**config.mk**
```make
export PLATFORM = sky130hd
export DESIGN_NAME = reduce_table
export DESIGN_NICKNAME = d
export VERILOG_FILES = /design/src/rtl/mpi_coll_pkg.sv /design/src/rtl/reduce_alu.sv /design/src/rtl/reduce_table.sv
export SDC_FILE = /design/constraint.sdc
export NUM_CORES = 1
export LEC_CHECK = 0
export BUFFER_PORTS_ARGS = -buffer_cell sky130_fd_sc_hd__buf_4
export CAP_MARGIN = 20
export CORE_ASPECT_RATIO = 2
export CORE_MARGIN = 10
export CORE_UTILIZATION = 55
export DETAILED_ROUTE_END_ITERATION = 8
export GPL_ROUTABILITY_DRIVEN = 0
export PLACE_DENSITY = 0.78
export SLEW_MARGIN = 10
export SYNTH_ARGS = -nofsm -noshare
export SYNTH_HDL_FRONTEND = slang
export SYNTH_HIERARCHICAL = 1
export SYNTH_SLANG_ARGS = --single-unit
```
**constraint.sdc**
```tcl
create_clock -name clk -period 11.5 [get_ports clk]
set_input_delay 1.725 -clock clk [delete_from_list [all_inputs] [get_ports clk]]
set_output_delay 1.725 -clock clk [all_outputs]
set_load 0.005 [all_outputs]
```
**src/rtl/mpi_coll_pkg.sv**
```systemverilog
`default_nettype none
// +----------------------------------------------------------------------------+
// | Package    : mpi_coll_pkg                                                  |
// | Description: Flit field layout, reduction op codes and the reduction       |
// |              table entry type shared by the collective-offload blocks.     |
// | Revision   : 1.0 - initial release                                         |
// +----------------------------------------------------------------------------+
package mpi_coll_pkg;

  // Bit positions inside a 73-bit network flit (children field only on local flits)
  localparam int c_pos_payload = 0;
  localparam int c_pos_op      = 32;
  localparam int c_pos_alg     = 36;
  localparam int c_pos_tag     = 38;
  localparam int c_pos_ctx     = 46;
  localparam int c_pos_src     = 54;
  localparam int c_pos_dst     = 63;
  localparam int c_pos_valid   = 72;
  localparam int c_pos_chd     = 73;

  // Field widths
  localparam int c_w_payload = 32;
  localparam int c_w_op      = 4;
  localparam int c_w_alg     = 2;
  localparam int c_w_tag     = 8;
  localparam int c_w_ctx     = 8;
  localparam int c_w_coord   = 9;
  localparam int c_w_chd     = 3;

  // Reduction operators; any other code folds as a sum
  localparam logic [c_w_op-1:0] c_op_sum = 4'd0;
  localparam logic [c_w_op-1:0] c_op_max = 4'd1;
  localparam logic [c_w_op-1:0] c_op_min = 4'd2;
  localparam logic [c_w_op-1:0] c_op_and = 4'd3;
  localparam logic [c_w_op-1:0] c_op_or  = 4'd4;
  localparam logic [c_w_op-1:0] c_op_xor = 4'd5;

  // One in-flight reduction
  typedef struct packed {
    logic                   busy;
    logic [c_w_ctx-1:0]     ctx;
    logic [c_w_tag-1:0]     tag;
    logic [c_w_coord-1:0]   dst;
    logic [c_w_op-1:0]      op;
    logic [c_w_alg-1:0]     alg;
    logic [c_w_payload-1:0] acc;
    logic [c_w_chd-1:0]     nchild;
    logic [c_w_chd-1:0]     arrived;
    logic                   loc_seen;
    logic                   done;
  } entry_t;

endpackage : mpi_coll_pkg
`default_nettype wire

```
**src/rtl/reduce_alu.sv**
```systemverilog
`default_nettype none
// +----------------------------------------------------------------------------+
// | Module     : reduce_alu                                                    |
// | Description: Combinational fold f(a,b,op) for unsigned reductions.         |
// | Revision   : 1.0 - initial release                                         |
// +----------------------------------------------------------------------------+
module reduce_alu
  import mpi_coll_pkg::*;
#(
  parameter int WIDTH = 32
) (
  input  logic [WIDTH-1:0]  i_a,
  input  logic [WIDTH-1:0]  i_b,
  input  logic [c_w_op-1:0] i_op,
  output logic [WIDTH-1:0]  o_res
);

  // Select the fold; unknown op codes fall back to a wrapping sum
  always_comb begin
    o_res = i_a + i_b;
    case (i_op)
      c_op_max: o_res = (i_a > i_b) ? i_a : i_b;
      c_op_min: o_res = (i_a < i_b) ? i_a : i_b;
      c_op_and: o_res = i_a & i_b;
      c_op_or:  o_res = i_a | i_b;
      c_op_xor: o_res = i_a ^ i_b;
      default:  o_res = i_a + i_b;
    endcase
  end

endmodule : reduce_alu
`default_nettype wire

```
**src/rtl/reduce_table.sv**
```systemverilog
`default_nettype none
// +----------------------------------------------------------------------------+
// | Module     : reduce_table                                                  |
// | Description: Reduction combine stage. Folds the local contribution and the |
// |              child contributions per {ctx,tag} and emits one flit upward.  |
// | Revision   : 1.0 - initial release                                         |
// +----------------------------------------------------------------------------+
module reduce_table
  import mpi_coll_pkg::*;
#(
  parameter int         FLIT_WIDTH     = 73,
  parameter int         CHILDREN_WIDTH = 3,
  parameter int         PAYLOAD_WIDTH  = 32,
  parameter int         TABLE_DEPTH    = 4,
  parameter logic [2:0] RANK_X         = 3'd0,
  parameter logic [2:0] RANK_Y         = 3'd0,
  parameter logic [2:0] RANK_Z         = 3'd0
) (
  input  logic                               clk,
  input  logic                               rst,
  input  logic [FLIT_WIDTH+CHILDREN_WIDTH-1:0] loc_flit,
  output logic                               loc_ready,
  input  logic [FLIT_WIDTH-1:0]              chd_flit,
  output logic                               chd_ready,
  output logic [FLIT_WIDTH-1:0]              out_flit,
  input  logic                               out_ready,
  output logic                               table_full
);

  localparam int IDX_W = (TABLE_DEPTH > 1) ? $clog2(TABLE_DEPTH) : 1;

  entry_t                  r_tab [TABLE_DEPTH];
  logic [FLIT_WIDTH-1:0]   r_out;

  logic                    w_loc_v;
  logic                    w_chd_v;
  logic                    w_sel_chd;
  logic [c_w_ctx-1:0]      w_ctx;
  logic [c_w_tag-1:0]      w_tag;
  logic [c_w_coord-1:0]    w_dst;
  logic [c_w_op-1:0]       w_op;
  logic [c_w_alg-1:0]      w_alg;
  logic [c_w_payload-1:0]  w_payload;
  logic [c_w_chd-1:0]      w_children;

  logic                    w_hit;
  logic [IDX_W-1:0]        w_hit_idx;
  logic                    w_free;
  logic [IDX_W-1:0]        w_free_idx;
  logic                    w_done_any;
  logic [IDX_W-1:0]        w_done_idx;
  logic [IDX_W-1:0]        w_tgt_idx;
  logic                    w_update;
  logic                    w_out_load;
  logic                    w_full;

  logic [c_w_op-1:0]       w_alu_op;
  logic [PAYLOAD_WIDTH-1:0] w_alu_res;
  entry_t                  w_new;
  logic [FLIT_WIDTH-1:0]   w_out_next;

  // The source coordinates of incoming flits are replaced by this node's rank
  logic w_unused_src;
  assign w_unused_src = ^{loc_flit[c_pos_src +: c_w_coord], chd_flit[c_pos_src +: c_w_coord]};

  // Child input wins arbitration; only one flit's fields feed the update path
  assign w_loc_v    = loc_flit[c_pos_valid];
  assign w_chd_v    = chd_flit[c_pos_valid];
  assign w_sel_chd  = w_chd_v;
  assign w_ctx      = w_sel_chd ? chd_flit[c_pos_ctx +: c_w_ctx]         : loc_flit[c_pos_ctx +: c_w_ctx];
  assign w_tag      = w_sel_chd ? chd_flit[c_pos_tag +: c_w_tag]         : loc_flit[c_pos_tag +: c_w_tag];
  assign w_dst      = w_sel_chd ? chd_flit[c_pos_dst +: c_w_coord]       : loc_flit[c_pos_dst +: c_w_coord];
  assign w_op       = w_sel_chd ? chd_flit[c_pos_op +: c_w_op]           : loc_flit[c_pos_op +: c_w_op];
  assign w_alg      = w_sel_chd ? chd_flit[c_pos_alg +: c_w_alg]         : loc_flit[c_pos_alg +: c_w_alg];
  assign w_payload  = w_sel_chd ? chd_flit[c_pos_payload +: c_w_payload] : loc_flit[c_pos_payload +: c_w_payload];
  assign w_children = loc_flit[c_pos_chd +: c_w_chd];

  // Priority lookups: descending scan so the lowest matching index is kept
  always_comb begin
    w_hit      = 1'b0;
    w_hit_idx  = '0;
    w_free     = 1'b0;
    w_free_idx = '0;
    w_done_any = 1'b0;
    w_done_idx = '0;
    w_full     = 1'b1;
    for (int i = TABLE_DEPTH - 1; i >= 0; i--) begin
      if (r_tab[i].busy && !r_tab[i].done && r_tab[i].ctx == w_ctx && r_tab[i].tag == w_tag) begin
        w_hit     = 1'b1;
        w_hit_idx = IDX_W'(i);
      end
      if (!r_tab[i].busy) begin
        w_free     = 1'b1;
        w_free_idx = IDX_W'(i);
        w_full     = 1'b0;
      end
      if (r_tab[i].busy && r_tab[i].done) begin
        w_done_any = 1'b1;
        w_done_idx = IDX_W'(i);
      end
    end
  end

  // A flit stalls only when it misses and there is no entry left to allocate
  assign chd_ready  = !w_chd_v || w_hit || w_free;
  assign loc_ready  = !w_chd_v && (!w_loc_v || w_hit || w_free);
  assign w_update   = w_chd_v ? chd_ready : (w_loc_v && loc_ready);
  assign w_tgt_idx  = w_hit ? w_hit_idx : w_free_idx;
  assign table_full = w_full;

  // The local flit carries the authoritative op; children use what the entry holds
  assign w_alu_op = w_sel_chd ? r_tab[w_hit_idx].op : w_op;

  reduce_alu #(
    .WIDTH (PAYLOAD_WIDTH)
  ) u_alu (
    .i_a   (r_tab[w_hit_idx].acc),
    .i_b   (w_payload),
    .i_op  (w_alu_op),
    .o_res (w_alu_res)
  );

  // Post-update contents of the target entry, including the completion flag
  always_comb begin
    w_new = r_tab[w_tgt_idx];
    if (w_sel_chd) begin
      if (w_hit) begin
        w_new.acc     = w_alu_res;
        w_new.arrived = (r_tab[w_hit_idx].arrived == 3'd7) ? 3'd7 : r_tab[w_hit_idx].arrived + 3'd1;
      end else begin
        w_new          = '0;
        w_new.busy     = 1'b1;
        w_new.ctx      = w_ctx;
        w_new.tag      = w_tag;
        w_new.dst      = w_dst;
        w_new.op       = w_op;
        w_new.alg      = w_alg;
        w_new.acc      = w_payload;
        w_new.arrived  = 3'd1;
      end
    end else begin
      if (w_hit) begin
        w_new.acc = w_alu_res;
      end else begin
        w_new         = '0;
        w_new.busy    = 1'b1;
        w_new.ctx     = w_ctx;
        w_new.tag     = w_tag;
        w_new.acc     = w_payload;
        w_new.arrived = 3'd0;
      end
      w_new.loc_seen = 1'b1;
      w_new.nchild   = w_children;
      w_new.dst      = w_dst;
      w_new.op       = w_op;
      w_new.alg      = w_alg;
    end
    w_new.done = w_new.loc_seen && (w_new.arrived == w_new.nchild);
  end

  // Outgoing flit assembled from the lowest-index completed entry
  always_comb begin
    w_out_next                                = '0;
    w_out_next[c_pos_valid]                   = 1'b1;
    w_out_next[c_pos_dst +: c_w_coord]        = r_tab[w_done_idx].dst;
    w_out_next[c_pos_src +: c_w_coord]        = {RANK_Z, RANK_Y, RANK_X};
    w_out_next[c_pos_ctx +: c_w_ctx]          = r_tab[w_done_idx].ctx;
    w_out_next[c_pos_tag +: c_w_tag]          = r_tab[w_done_idx].tag;
    w_out_next[c_pos_alg +: c_w_alg]          = r_tab[w_done_idx].alg;
    w_out_next[c_pos_op +: c_w_op]            = r_tab[w_done_idx].op;
    w_out_next[c_pos_payload +: c_w_payload]  = r_tab[w_done_idx].acc;
  end

  assign w_out_load = !r_out[c_pos_valid] || out_ready;

  // Table update and output register; a completed entry is freed as it is emitted
  always_ff @(posedge clk or posedge rst) begin
    if (rst) begin
      for (int i = 0; i < TABLE_DEPTH; i++) begin
        r_tab[i] <= '0;
      end
      r_out <= '0;
    end else begin
      if (w_update) begin
        r_tab[w_tgt_idx] <= w_new;
      end
      if (w_out_load) begin
        if (w_done_any) begin
          r_out             <= w_out_next;
          r_tab[w_done_idx] <= '0;
        end else begin
          r_out <= '0;
        end
      end
    end
  end

  assign out_flit = r_out;

endmodule : reduce_table
`default_nettype wire

```
==> impl_metrics.json <==
{
  "status": "complete, no violations",
  "cts-htree-levels": 1,
  "use_met2_pct": 53.2,
  "syn_area_per_cell_um2": 8.47,
  "post_cts_buffers": 0,
  "nNetsFinal": 3230,
  "fin_area_mm2": 0.0277,
  "finalHoldViolCount": 0,
  "drc": 0,
  "antenna_found_initial": 1,
  "num_io_pins": 228,
  "gr-usage-met3_pct": 4.97,
  "syn-cell-area_mm2": 0.0249,
  "grt_max_degree": 176,
  "synth-edff-count": 0,
  "cpPeakStageDelay_ps": 810,
  "overflow": 0,
  "path_clk_slew_ps": 70,
  "fmax_mhz": 107,
  "ys_seq_elements": 352,
  "drt-pass1-iter-count": 6,
  "ctsLongestPathBuffers": 3,
  "worst_pin_slew_ps": 1260,
  "hpwlAfterDp_um": 56800,
  "total_power_mw": 7.84,
  "drive_above_1_share_pct": 14.3,
  "pwr-share-comb_pct": 57.8,
  "worst_slack_ps": 2180,
  "top_usage_layer": "met2",
  "instances_no_fill": 3565,
  "holdBufCountCts": 0,
  "crit_family": "simple AND/OR/NAND/NOR gates",
  "worstPathBufferInverterCount": 4,
  "drt_iter0_drc": 2760,
  "cts_resized": 0,
  "dp_slack_ps": 1830,
  "finalCritPeriodShare_pct": 81.1,
  "core_area_mm2": 0.0449,
  "dpl.cell_count": 3506,
  "cp_max_fo": 57,
  "end_kind": "register",
  "start_kind": "input pin",
  "slew_violations": 0,
  "dpl_cell_area_mm2": 0.0266,
  "synth_cell_types": 84,
  "grt_pass1_vias": 24700,
  "io_buffers": 200,
  "synthFlopType": "dfrtp_1",
  "power_switching_share_pct": 48.7,
  "vias_per_cell": 6.79,
  "required_ps": 11940,
  "setup_violations": 0,
  "num_rows": 110,
  "fp.dieW_um": 170,
  "area_growth_pct": 11.2,
  "critPathSlowestCell": "nor2_4",
  "cts-root-buf": "clkbuf_16",
  "dieArea_mm2": 0.0547,
  "p_sw_mw": 3.82,
  "async_flop_share_pct": 100,
  "hold_path_class": "register to register",
  "grt_util_met1_pct": 33.2,
  "synthCells": 2937,
  "fillCellCount": 3767,
  "grt_pass1_wl_um": 134000,
  "post_drt_wl_per_cell_um": 24.4,
  "ys_warn_count": 6,
  "dr_total_vias": 24200,
  "crit_arrival_ps": 9760,
  "internal_power_mw": 4.02,
  "grtUsageTotal_pct": 30.7,
  "die_h_um": 321,
  "ys_seq_area_share_pct": 35.4,
  "p_seq_share_pct": 28.1,
  "critPathKind": "input pin to register",
  "cts_made_buffers": 30,
  "clock_latency_ps": 590,
  "peakVddDrop_mv": 0.263,
  "min_period_ps": 9320,
  "drv_cap": 0,
  "clkPwrFrac_pct": 14.1,
  "postRouteAntennaNets": 0,
  "clock_sinks": 352,
  "fin_setup_tns_ps": 0,
  "cts_tree": "yes",
  "p_per_area_mw_per_mm2": 284,
  "skew_ps": 14.4,
  "p_leak_nw": 12.4,
  "initial_core_util_pct": 55.4,
  "wirelength_um": 87100,
  "relSlewSlack_pct": 14.2,
  "rsz0062_at_grt": "false"
}
[kinds of logic after synthesis]
kind of cell             count (synthesis)  synth area share, %
AO/OA/AOI/OAI                          966                 25.5
adder cells (fa/ha/maj)                 98                 4.96
other                                    1               0.0151
multiplexers                           218                 9.67
XOR/XNOR                                79                 2.78
buffers and inverters                  334                 5.80
AND/OR/NAND/NOR                        889                 15.9
flip-flops                             352                 35.4
[worst paths after layout]
path                                   start      endpoint  slack [ps]  cells past startpoint
min in group asynchronous                rst  out_flit[47]        1220                      2
worst min-delay path            out_flit[40]  out_flit[40]         480                      1
max in group asynchronous                rst  out_flit[65]        8810                      3
worst max-delay path            chd_flit[72]    r_tab[166]        2180                     25
worst min register to register  out_flit[40]  out_flit[40]         480                      1
worst max register to register     r_tab[71]    r_tab[166]        3740                     23
[sequential cells by signal (all words and copies together), names as in the netlist]
| register | count |
|---|---|
| out_flit | 64 |
| r_tab | 288 |
[worst reg2reg max path: stages (launching register included)]
cell and delay (ps):
dfrtp_1 630, or3b_2 490, mux2i_1 240, nand2_1 150, nor3_1 310, nor2b_1 210
o21a_4 670, buf_12 400, a211oi_1 180, a21oi_1 430, inv_1 140, ha_1 440
nor4_1 380, nand4_1 250, a21oi_1 180, nor4_1 70, buf_4 180, o21a_1 470
nor2_4 810, mux2i_1 180, a211o_1 310, mux2_2 310, nand2_1 80, a21oi_1 90
[synth_stat cells (all sizes together), types with 6 or more instances]
cell	instances	area share, %
a2111oi	69	2.5
a211o	6	0.21
a211oi	151	4.6
a21boi	24	0.72
a21o	78	2.4
a21oi	358	7.2
a221oi	13	0.46
a22oi	15	0.45
a311oi	18	0.66
a31oi	6	0.15
buf	90	2.1
clkbuf	159	2.4
dfrtp	352	35
ha	97	4.9
inv	85	1.3
mux2	67	3.0
mux2i	151	6.6
nand2	517	7.8
nand3	29	0.60
nand3b	19	0.57
nand4	12	0.35
nor2	162	2.5
nor2b	51	1.3
nor3	19	0.45
nor4	32	0.95
o211ai	23	0.69
o21ai	69	1.4
o21bai	10	0.30
o221ai	13	0.46
o22a	17	0.60
o22ai	65	1.6
or2	6	0.15
or3	10	0.25
xnor2	72	2.5
xor2	7	0.25
[per-stage QoR]
step	utilization, %	hold slack [ps]
global placement	59.2	462
finish	61.7	478
floorplan	-	474
detailed placement	59.2	467
CTS	61.6	483
global route	61.7	497
[layout make-up]
cell class	instances	area [um2]	share of cell area, %
Clock buffer	40	830	3.00
Sequential cell	352	8810	31.8
Timing Repair Buffer	252	1960	7.10
Inverter	85	327	1.18
Antenna cell	1	2.50	0.00905
Tap cell	560	701	2.53
Multi-Input combinational cell	2259	14800	53.5
Clock inverter	16	224	0.810
[power by group through the flow]
stage | sequential (mW) | combinational, mW | clock, mW
6_report | 2.20 | 4.53 | 1.11
2_1_floorplan | 2.10 | 3.13 | 0
4_1_cts | 2.18 | 4.41 | 1.11
5_1_grt | 2.25 | 4.87 | 1.16
3_3_place_gp | 2.16 | 4.20 | 0
3_5_place_dp | 2.20 | 4.38 | 0
[routing by layer]
layer,part of all wire (%),vias up
li1,-,10600
met1,34,11600
met2,50,1576
met3,9.0,426
met4,7.0,0
met5,0,-
[layout by cell type, fill, tap and decap left out, types with 19 or more instances in the layout]
cell	n
xnor2_1	72
nand3b_1	19
o22ai_1	65
o211ai_1	23
a21o_1	78
nand3_1	23
mux2_2	66
inv_1	84
buf_4	245
a211oi_1	151
a21oi_1	357
mux2i_1	135
nor4_1	29
a21boi_0	22
nand2_1	515
nor2_1	153
dfrtp_1	352
o21ai_0	59
a2111oi_0	65
ha_1	97
clkbuf_16	31
nor2b_1	50
Note: power is estimated with default switching activity, not from simulation.
